===== config.mk =====
export PLATFORM = sky130hd
export DESIGN_NAME = psum_drain_seq_flat
export DESIGN_NICKNAME = d
export VERILOG_FILES = /design/src/rtl/psum_drain_seq_if.sv /design/src/rtl/psum_drain_seq.sv /design/src/flat_wrapper.sv
export SDC_FILE = /design/constraint.sdc
export NUM_CORES = 1
export LEC_CHECK = 0
export BUFFER_PORTS_ARGS = -buffer_cell sky130_fd_sc_hd__buf_2
export CAP_MARGIN = 10
export CORE_AREA = 2 2 261 263
export DETAILED_ROUTE_END_ITERATION = 10
export DIE_AREA = 0 0 263 265
export GPL_TIMING_DRIVEN = 0
export PLACE_DENSITY = 0.62
export SYNTH_ARGS = -nofsm -noshare
export SYNTH_HDL_FRONTEND = slang
export SYNTH_SLANG_ARGS = --single-unit

===== constraint.sdc =====
create_clock -name i_clk -period 19.68 [get_ports i_clk]
set_input_delay 1.968 -clock i_clk [delete_from_list [all_inputs] [get_ports i_clk]]
set_output_delay 1.968 -clock i_clk [all_outputs]
set_load 0.01 [all_outputs]

===== src/rtl/psum_drain_seq_if.sv =====
// Bundle of signals between the PSUM drain sequencer, its controller, the PSUM
// buffer read port and the element unit. The master side is the sequencer.
interface psum_drain_seq_if #(
   parameter int DATA_W    = 256,
   parameter int ROWS_LOG2 = 6
);
   logic                 start;
   logic [ROWS_LOG2-1:0] base_addr;
   logic [ROWS_LOG2:0]   num_rows;
   logic                 busy;
   logic                 done;
   logic                 psum_rd_en;
   logic [ROWS_LOG2-1:0] psum_rd_addr;
   logic [DATA_W-1:0]    psum_rd_data;
   logic                 drain_valid;
   logic                 drain_ready;
   logic [DATA_W-1:0]    drain_data;
   logic [ROWS_LOG2-1:0] drain_addr;
   logic                 drain_last;

   modport master (
      input  start, base_addr, num_rows, psum_rd_data, drain_ready,
      output busy, done, psum_rd_en, psum_rd_addr,
             drain_valid, drain_data, drain_addr, drain_last
   );

   modport slave (
      output start, base_addr, num_rows, psum_rd_data, drain_ready,
      input  busy, done, psum_rd_en, psum_rd_addr,
             drain_valid, drain_data, drain_addr, drain_last
   );
endinterface


===== src/rtl/psum_drain_seq.sv =====
// Streams a contiguous (wrapping) range of PSUM buffer rows to the element unit,
// hiding the one-cycle SRAM read latency behind a 2-entry fall-through skid FIFO.
module psum_drain_seq #(
   parameter int DATA_W    = 256,
   parameter int ROWS_LOG2 = 6
) (
   input  logic              i_clk,
   input  logic              i_rst,
   psum_drain_seq_if.master  io_bus
);

   localparam logic [ROWS_LOG2:0] ONE = 1;

   typedef enum logic [1:0] {IDLE, RUN, FLUSH, DONE} state_t;

   state_t               r_state;
   logic [ROWS_LOG2-1:0] r_base;
   logic [ROWS_LOG2:0]   r_numRows;
   logic [ROWS_LOG2:0]   r_issued;
   logic [ROWS_LOG2:0]   r_sent;
   logic                 r_inflight;
   logic [ROWS_LOG2-1:0] r_inflightAddr;
   logic [DATA_W-1:0]    r_fifoData [2];
   logic [ROWS_LOG2-1:0] r_fifoAddr [2];
   logic                 r_rdPtr;
   logic                 r_wrPtr;
   logic [1:0]           r_count;

   logic                 w_fifoEmpty;
   logic                 w_valid;
   logic                 w_pop;
   logic                 w_push;
   logic                 w_popStore;
   logic [2:0]           w_occupancy;
   logic                 w_rdEn;
   logic [ROWS_LOG2-1:0] w_rdAddr;
   logic [ROWS_LOG2:0]   w_numMinus1;
   logic                 w_lastIssue;
   logic                 w_lastXfer;
   logic [DATA_W-1:0]    w_headData;
   logic [ROWS_LOG2-1:0] w_headAddr;

   // The read returning this cycle counts as already in the FIFO, so an empty
   // FIFO presents the SRAM data directly and only stores it if not accepted.
   assign w_fifoEmpty = (r_count == 2'd0);
   assign w_valid     = !w_fifoEmpty || r_inflight;
   assign w_pop       = w_valid && io_bus.drain_ready;
   assign w_popStore  = w_pop && !w_fifoEmpty;
   assign w_push      = r_inflight && !(w_fifoEmpty && w_pop);
   assign w_headData  = w_fifoEmpty ? io_bus.psum_rd_data : r_fifoData[r_rdPtr];
   assign w_headAddr  = w_fifoEmpty ? r_inflightAddr : r_fifoAddr[r_rdPtr];

   assign w_occupancy = {1'b0, r_count} + {2'b00, r_inflight};
   assign w_rdEn      = (r_state == RUN) && (r_issued < r_numRows)
                        && (w_occupancy < (3'd2 + {2'b00, w_pop}));
   assign w_rdAddr    = r_base + r_issued[ROWS_LOG2-1:0];
   assign w_numMinus1 = r_numRows - ONE;
   assign w_lastIssue = w_rdEn && (r_issued == w_numMinus1);
   assign w_lastXfer  = w_pop && (r_sent == w_numMinus1);

   assign io_bus.busy         = (r_state == RUN) || (r_state == FLUSH);
   assign io_bus.done         = (r_state == DONE);
   assign io_bus.psum_rd_en   = w_rdEn;
   assign io_bus.psum_rd_addr = w_rdEn ? w_rdAddr : '0;
   assign io_bus.drain_valid  = w_valid;
   assign io_bus.drain_data   = w_valid ? w_headData : '0;
   assign io_bus.drain_addr   = w_valid ? w_headAddr : '0;
   assign io_bus.drain_last   = w_valid && (r_sent == w_numMinus1);

   // Sequencer, counters and FIFO bookkeeping; reset drops any in-flight read.
   always_ff @(posedge i_clk) begin
      if (i_rst) begin
         r_state        <= IDLE;
         r_base         <= '0;
         r_numRows      <= '0;
         r_issued       <= '0;
         r_sent         <= '0;
         r_inflight     <= 1'b0;
         r_inflightAddr <= '0;
         r_rdPtr        <= 1'b0;
         r_wrPtr        <= 1'b0;
         r_count        <= 2'd0;
      end else begin
         case (r_state)
            IDLE: begin
               if (io_bus.start) begin
                  r_base    <= io_bus.base_addr;
                  r_numRows <= io_bus.num_rows;
                  r_issued  <= '0;
                  r_sent    <= '0;
                  r_state   <= (io_bus.num_rows == '0) ? DONE : RUN;
               end
            end
            RUN: begin
               if (w_lastIssue) begin
                  r_state <= FLUSH;
               end
            end
            FLUSH: begin
               if (w_lastXfer) begin
                  r_state <= DONE;
               end
            end
            DONE: begin
               r_state <= IDLE;
            end
            default: begin
               r_state <= IDLE;
            end
         endcase

         if (w_rdEn) begin
            r_issued <= r_issued + ONE;
         end
         if (w_pop) begin
            r_sent <= r_sent + ONE;
         end
         r_inflight     <= w_rdEn;
         r_inflightAddr <= w_rdAddr;

         if (w_push) begin
            r_wrPtr <= ~r_wrPtr;
         end
         if (w_popStore) begin
            r_rdPtr <= ~r_rdPtr;
         end
         r_count <= r_count + {1'b0, w_push} - {1'b0, w_popStore};
      end
   end

   // Row storage needs no reset: occupancy is tracked by r_count alone.
   always_ff @(posedge i_clk) begin
      if (w_push) begin
         r_fifoData[r_wrPtr] <= io_bus.psum_rd_data;
         r_fifoAddr[r_wrPtr] <= r_inflightAddr;
      end
   end

endmodule


===== src/flat_wrapper.sv =====
// flat-port wrapper written by rule: the top's interface ports become plain ports
module psum_drain_seq_flat 
#(
   parameter int DATA_W    = 256,
   parameter int ROWS_LOG2 = 6
)
  (i_clk, i_rst, io_bus_start, io_bus_base_addr, io_bus_num_rows, io_bus_psum_rd_data, io_bus_drain_ready, io_bus_busy, io_bus_done, io_bus_psum_rd_en, io_bus_psum_rd_addr, io_bus_drain_valid, io_bus_drain_data, io_bus_drain_addr, io_bus_drain_last);
  psum_drain_seq_if #(.DATA_W(DATA_W), .ROWS_LOG2(ROWS_LOG2)) io_bus_i ();
  input  logic i_clk;
  input  logic i_rst;
  input wire logic [$bits(io_bus_i.start)-1:0] io_bus_start;
  input wire logic [$bits(io_bus_i.base_addr)-1:0] io_bus_base_addr;
  input wire logic [$bits(io_bus_i.num_rows)-1:0] io_bus_num_rows;
  input wire logic [$bits(io_bus_i.psum_rd_data)-1:0] io_bus_psum_rd_data;
  input wire logic [$bits(io_bus_i.drain_ready)-1:0] io_bus_drain_ready;
  output wire logic [$bits(io_bus_i.busy)-1:0] io_bus_busy;
  output wire logic [$bits(io_bus_i.done)-1:0] io_bus_done;
  output wire logic [$bits(io_bus_i.psum_rd_en)-1:0] io_bus_psum_rd_en;
  output wire logic [$bits(io_bus_i.psum_rd_addr)-1:0] io_bus_psum_rd_addr;
  output wire logic [$bits(io_bus_i.drain_valid)-1:0] io_bus_drain_valid;
  output wire logic [$bits(io_bus_i.drain_data)-1:0] io_bus_drain_data;
  output wire logic [$bits(io_bus_i.drain_addr)-1:0] io_bus_drain_addr;
  output wire logic [$bits(io_bus_i.drain_last)-1:0] io_bus_drain_last;
  assign io_bus_i.start = io_bus_start;
  assign io_bus_i.base_addr = io_bus_base_addr;
  assign io_bus_i.num_rows = io_bus_num_rows;
  assign io_bus_i.psum_rd_data = io_bus_psum_rd_data;
  assign io_bus_i.drain_ready = io_bus_drain_ready;
  assign io_bus_busy = io_bus_i.busy;
  assign io_bus_done = io_bus_i.done;
  assign io_bus_psum_rd_en = io_bus_i.psum_rd_en;
  assign io_bus_psum_rd_addr = io_bus_i.psum_rd_addr;
  assign io_bus_drain_valid = io_bus_i.drain_valid;
  assign io_bus_drain_data = io_bus_i.drain_data;
  assign io_bus_drain_addr = io_bus_i.drain_addr;
  assign io_bus_drain_last = io_bus_i.drain_last;
  psum_drain_seq #(.DATA_W(DATA_W), .ROWS_LOG2(ROWS_LOG2)) u_core (.i_clk(i_clk), .i_rst(i_rst), .io_bus(io_bus_i));
endmodule

==> results.py <==
metrics = {
    "run_status": {
        "status": "complete, no violations",
    },
    "synthesis": {
        "synth_cell_type_count": 56,
        "synth_top_area_cell": "edfxtp_1",
        "ys_async_sr_fraction_pct": 0,
        "synthAdderAreaFrac_pct": 1.28,
        "synth.net_count": 2032,
        "synth-simple-area-share_pct": 7.98,
        "synthFlopType": "edfxtp_1",
        "synthXorXnorAreaFrac_pct": 0.867,
        "ys_ff_latch": 565,
        "synth_compound_area_share_pct": 7.46,
        "synthTopCellsByArea": "edfxtp_1 (66%), mux2i_1 (11%), o21ai_0 (5.7%), nand3_1 (5.7%), dfxtp_1 (3.4%)",
        "synth_edf_count": 524,
        "yosysTopAreaCellShare_pct": 65.7,
        "yosys_warnings": 0,
        "syn-cell-area_sq_um": 24000,
        "synth_cells": 1735,
        "synth_top_family_by_area": "multiplexers",
        "synth.mux.area_fraction_pct": 10.9,
        "avgSynthCellArea_sq_um": 13.8,
        "ys_seq_area_share_pct": 69.1,
    },
    "critical_path": {
        "worstSetupPathType": "register to primary output",
        "worstPathArrival_ns": 4.58,
        "max_stage_delay_ns": 0.83,
        "critPathLaunchType": "register",
        "crit_top_cell": "clkbuf_1",
        "path_cells": "clkbuf_1, clkbuf_1, buf_1, mux2i_1, o21ai_0, buf_2",
        "cp-end-kind": "primary output",
        "crit_required_ns": 17.71,
        "critPathMaxFanout": 10,
        "cp_slowest_cell": "o21ai_0",
    },
    "global_routing": {
        "antenna_found_initial": 25,
        "grt_max_degree": 63,
        "grt_pass1_vias": 17400,
        "globalRouteTotalUtil_pct": 19.6,
        "overflow": 0,
        "grt_pass1_wl_mm": 105,
    },
    "sta": {
        "drv_slew": 0,
        "period_share_pct": 33.3,
        "fmax_mhz": 153,
        "finalHoldViolCount": 0,
        "finalSetupTns_ns": 0,
        "finalSetupViolCount": 0,
        "grt_setup_unrepaired": "false",
        "fin_crit_ns": 6.55,
        "slew_headroom_pct": 21.4,
        "skew_ns": 0.0196,
        "holdWs_ns": 0.467,
        "tightest_slew_ns": 1.18,
    },
    "cts": {
        "clkSlewWorstSetupHoldPaths_ns": 0.06,
        "tritoncts": "built",
        "htreeDepth": 2,
        "cts-root-buf": "clkbuf_16",
        "cts_buffers": 58,
        "cts_resized": 0,
        "cts_setup_buffers": 0,
        "cts.sinks": 565,
        "cts_buffer_depth": 3,
        "worstSkewPairLatency_ns": 0.63,
        "cts_hold_buf": 0,
    },
    "layout": {
        "multi_input_area_sq_um": 6850,
        "final_common_cell": "buf_2",
        "final_cell_mix": "buf_2 (546), edfxtp_1 (524), o21ai_0 (274), nand3_1 (271), mux2i_1 (262)",
        "nets": 2651,
        "seqCellArea_sq_um": 16600,
        "fill_cells": 6095,
        "area_growth_pct": 25.4,
        "drive_gt1_share_pct": 27.4,
    },
    "power": {
        "ir_drop_uv": 76.0,
        "powerDensity_nw_per_um2": 134,
        "p_leak_nw": 10.6,
    },
    "placed_design": {
        "portBuffers": 545,
        "place_congestion": 0.843,
        "dp_hpwl_mm": 51.2,
    },
    "floorplan": {
        "initial_core_util_pct": 35.9,
        "dieArea_sq_um": 69700,
        "io_pins": 546,
        "die_y_um": 265,
        "die_w_um": 263,
        "rows": 95,
        "coreArea_sq_um": 66800,
    },
    "route": {
        "dr.first_iter.drc_count": 1331,
        "ant_nets": 0,
        "drt-pass1-iter-count": 5,
        "routed_via_density": 5.25,
        "drc": 0,
        "drt-total-wl_mm": 71.1,
        "vias": 17300,
        "wl_per_cell_um": 21.6,
    },
    "flow_run": {
        "maxCapViolCount": 0,
    },
    "worst_hold_path": {
        "hold_path_class": "register to register",
    },
}
per-stage QoR:
step / total power, mW / worst slack [ns] / util [%] / instance area [sq um] / instances
floorplan: 2.27 / 4.92 / - / 24000 / 1735
global placement: 2.97 / -2.36 / 41.6 / 27800 / 3153
detailed placement: 2.96 / 13.60 / 42.1 / 28100 / 3167
CTS: 4.07 / 12.92 / 44.9 / 30000 / 3274
global route: 4.22 / 12.76 / 45.0 / 30000 / 3284
finish: 4.03 / 13.13 / 45.0 / 30000 / 3286
cell usage after synthesis (2+ instances only):
cell type  number
nor4_1          3
ha_1           23
nor4b_1         2
o21ai_0       274
a21oi_1        34
and3_1          4
edfxtp_1      524
nand3b_1        7
nor2b_1         3
mux2i_1       262
or2b_1          3
nor2_1         39
nor3_1          3
or3_1           4
nand3_1       271
dfxtp_1        41
a221oi_2        2
a211oi_1        2
buf_1          24
and2_1          4
and2_0          2
o21bai_1        2
clkbuf_1      102
xnor2_1        15
nand2_1        34
xnor2_2         2
xor2_1          5
inv_1          16
cell families after synthesis:
group / Yosys count
compound gates: 331
xor+xnor: 22
fa+ha+maj: 24
buf+inv: 146
flops: 565
mux: 262
simple gates: 385
layout make-up:
type                            count  area share [%]
Clock buffer                       74            5.06
Multi-Input combinational cell   1024            22.8
Timing Repair Buffer              559            10.1
Antenna cell                       12          0.0999
Clock inverter                     33            1.28
Inverter                           17           0.212
Sequential cell                   565            55.1
Tap cell                          873            3.64
Buffer                            129            1.68
worst max-delay path, delay by kind of cell (launching register included):
kind,cells,cell delay [ns]
compound gates,1,0.83
flops,1,0.30
buf+inv,4,2.66
mux,1,0.16
power breakdown:
part,internal (mW),total [mW],switching (mW)
Clock,0.641,1.11,0.465
Combinational,0.490,1.52,1.03
Sequential,1.37,1.40,0.0223
flip-flops by register name, summed over array words and instances, names as in the netlist, 2 cells and up, named ones only:
| register | cells |
|---|---|
| u_core.r_fifoAddr | 12 |
| u_core.r_fifoData | 512 |
| u_core.r_inflightAddr | 6 |
| u_core.r_numRows | 7 |
| u_core.r_state | 2 |
| u_core.r_sent | 7 |
| u_core.r_issued | 7 |
| u_core.r_base | 6 |
| u_core.r_count | 2 |
metal layers:
layer	vias up	part of all wire (%)	wire, um	track usage (%)
li1	7891	-	-	-
met1	8538	41	28900	24.4
met2	672	49	34900	33.4
met3	137	7.3	5180	4.90
met4	24	2.8	1960	6.58
met5	-	0.24	168	0
final timing paths:
path / startpoint / to / slack (ns) / cells after the start
hold / removal: u_core.r_base[0]$_SDFFE_PP0P_ / u_core.r_base[0]$_SDFFE_PP0P_ / 0.47 / 2
setup reg to reg: u_core.r_count[1]$_SDFF_PP0_ / u_core.r_fifoData[0][75]$_DFFE_PP_ / 15.67 / 10
setup / recovery: register / io_bus_drain_data[211] / 13.13 / 6
hold reg to reg: u_core.r_base[0]$_SDFFE_PP0P_ / u_core.r_base[0]$_SDFFE_PP0P_ / 0.47 / 2
Note: power is estimated with default switching activity, not from simulation.
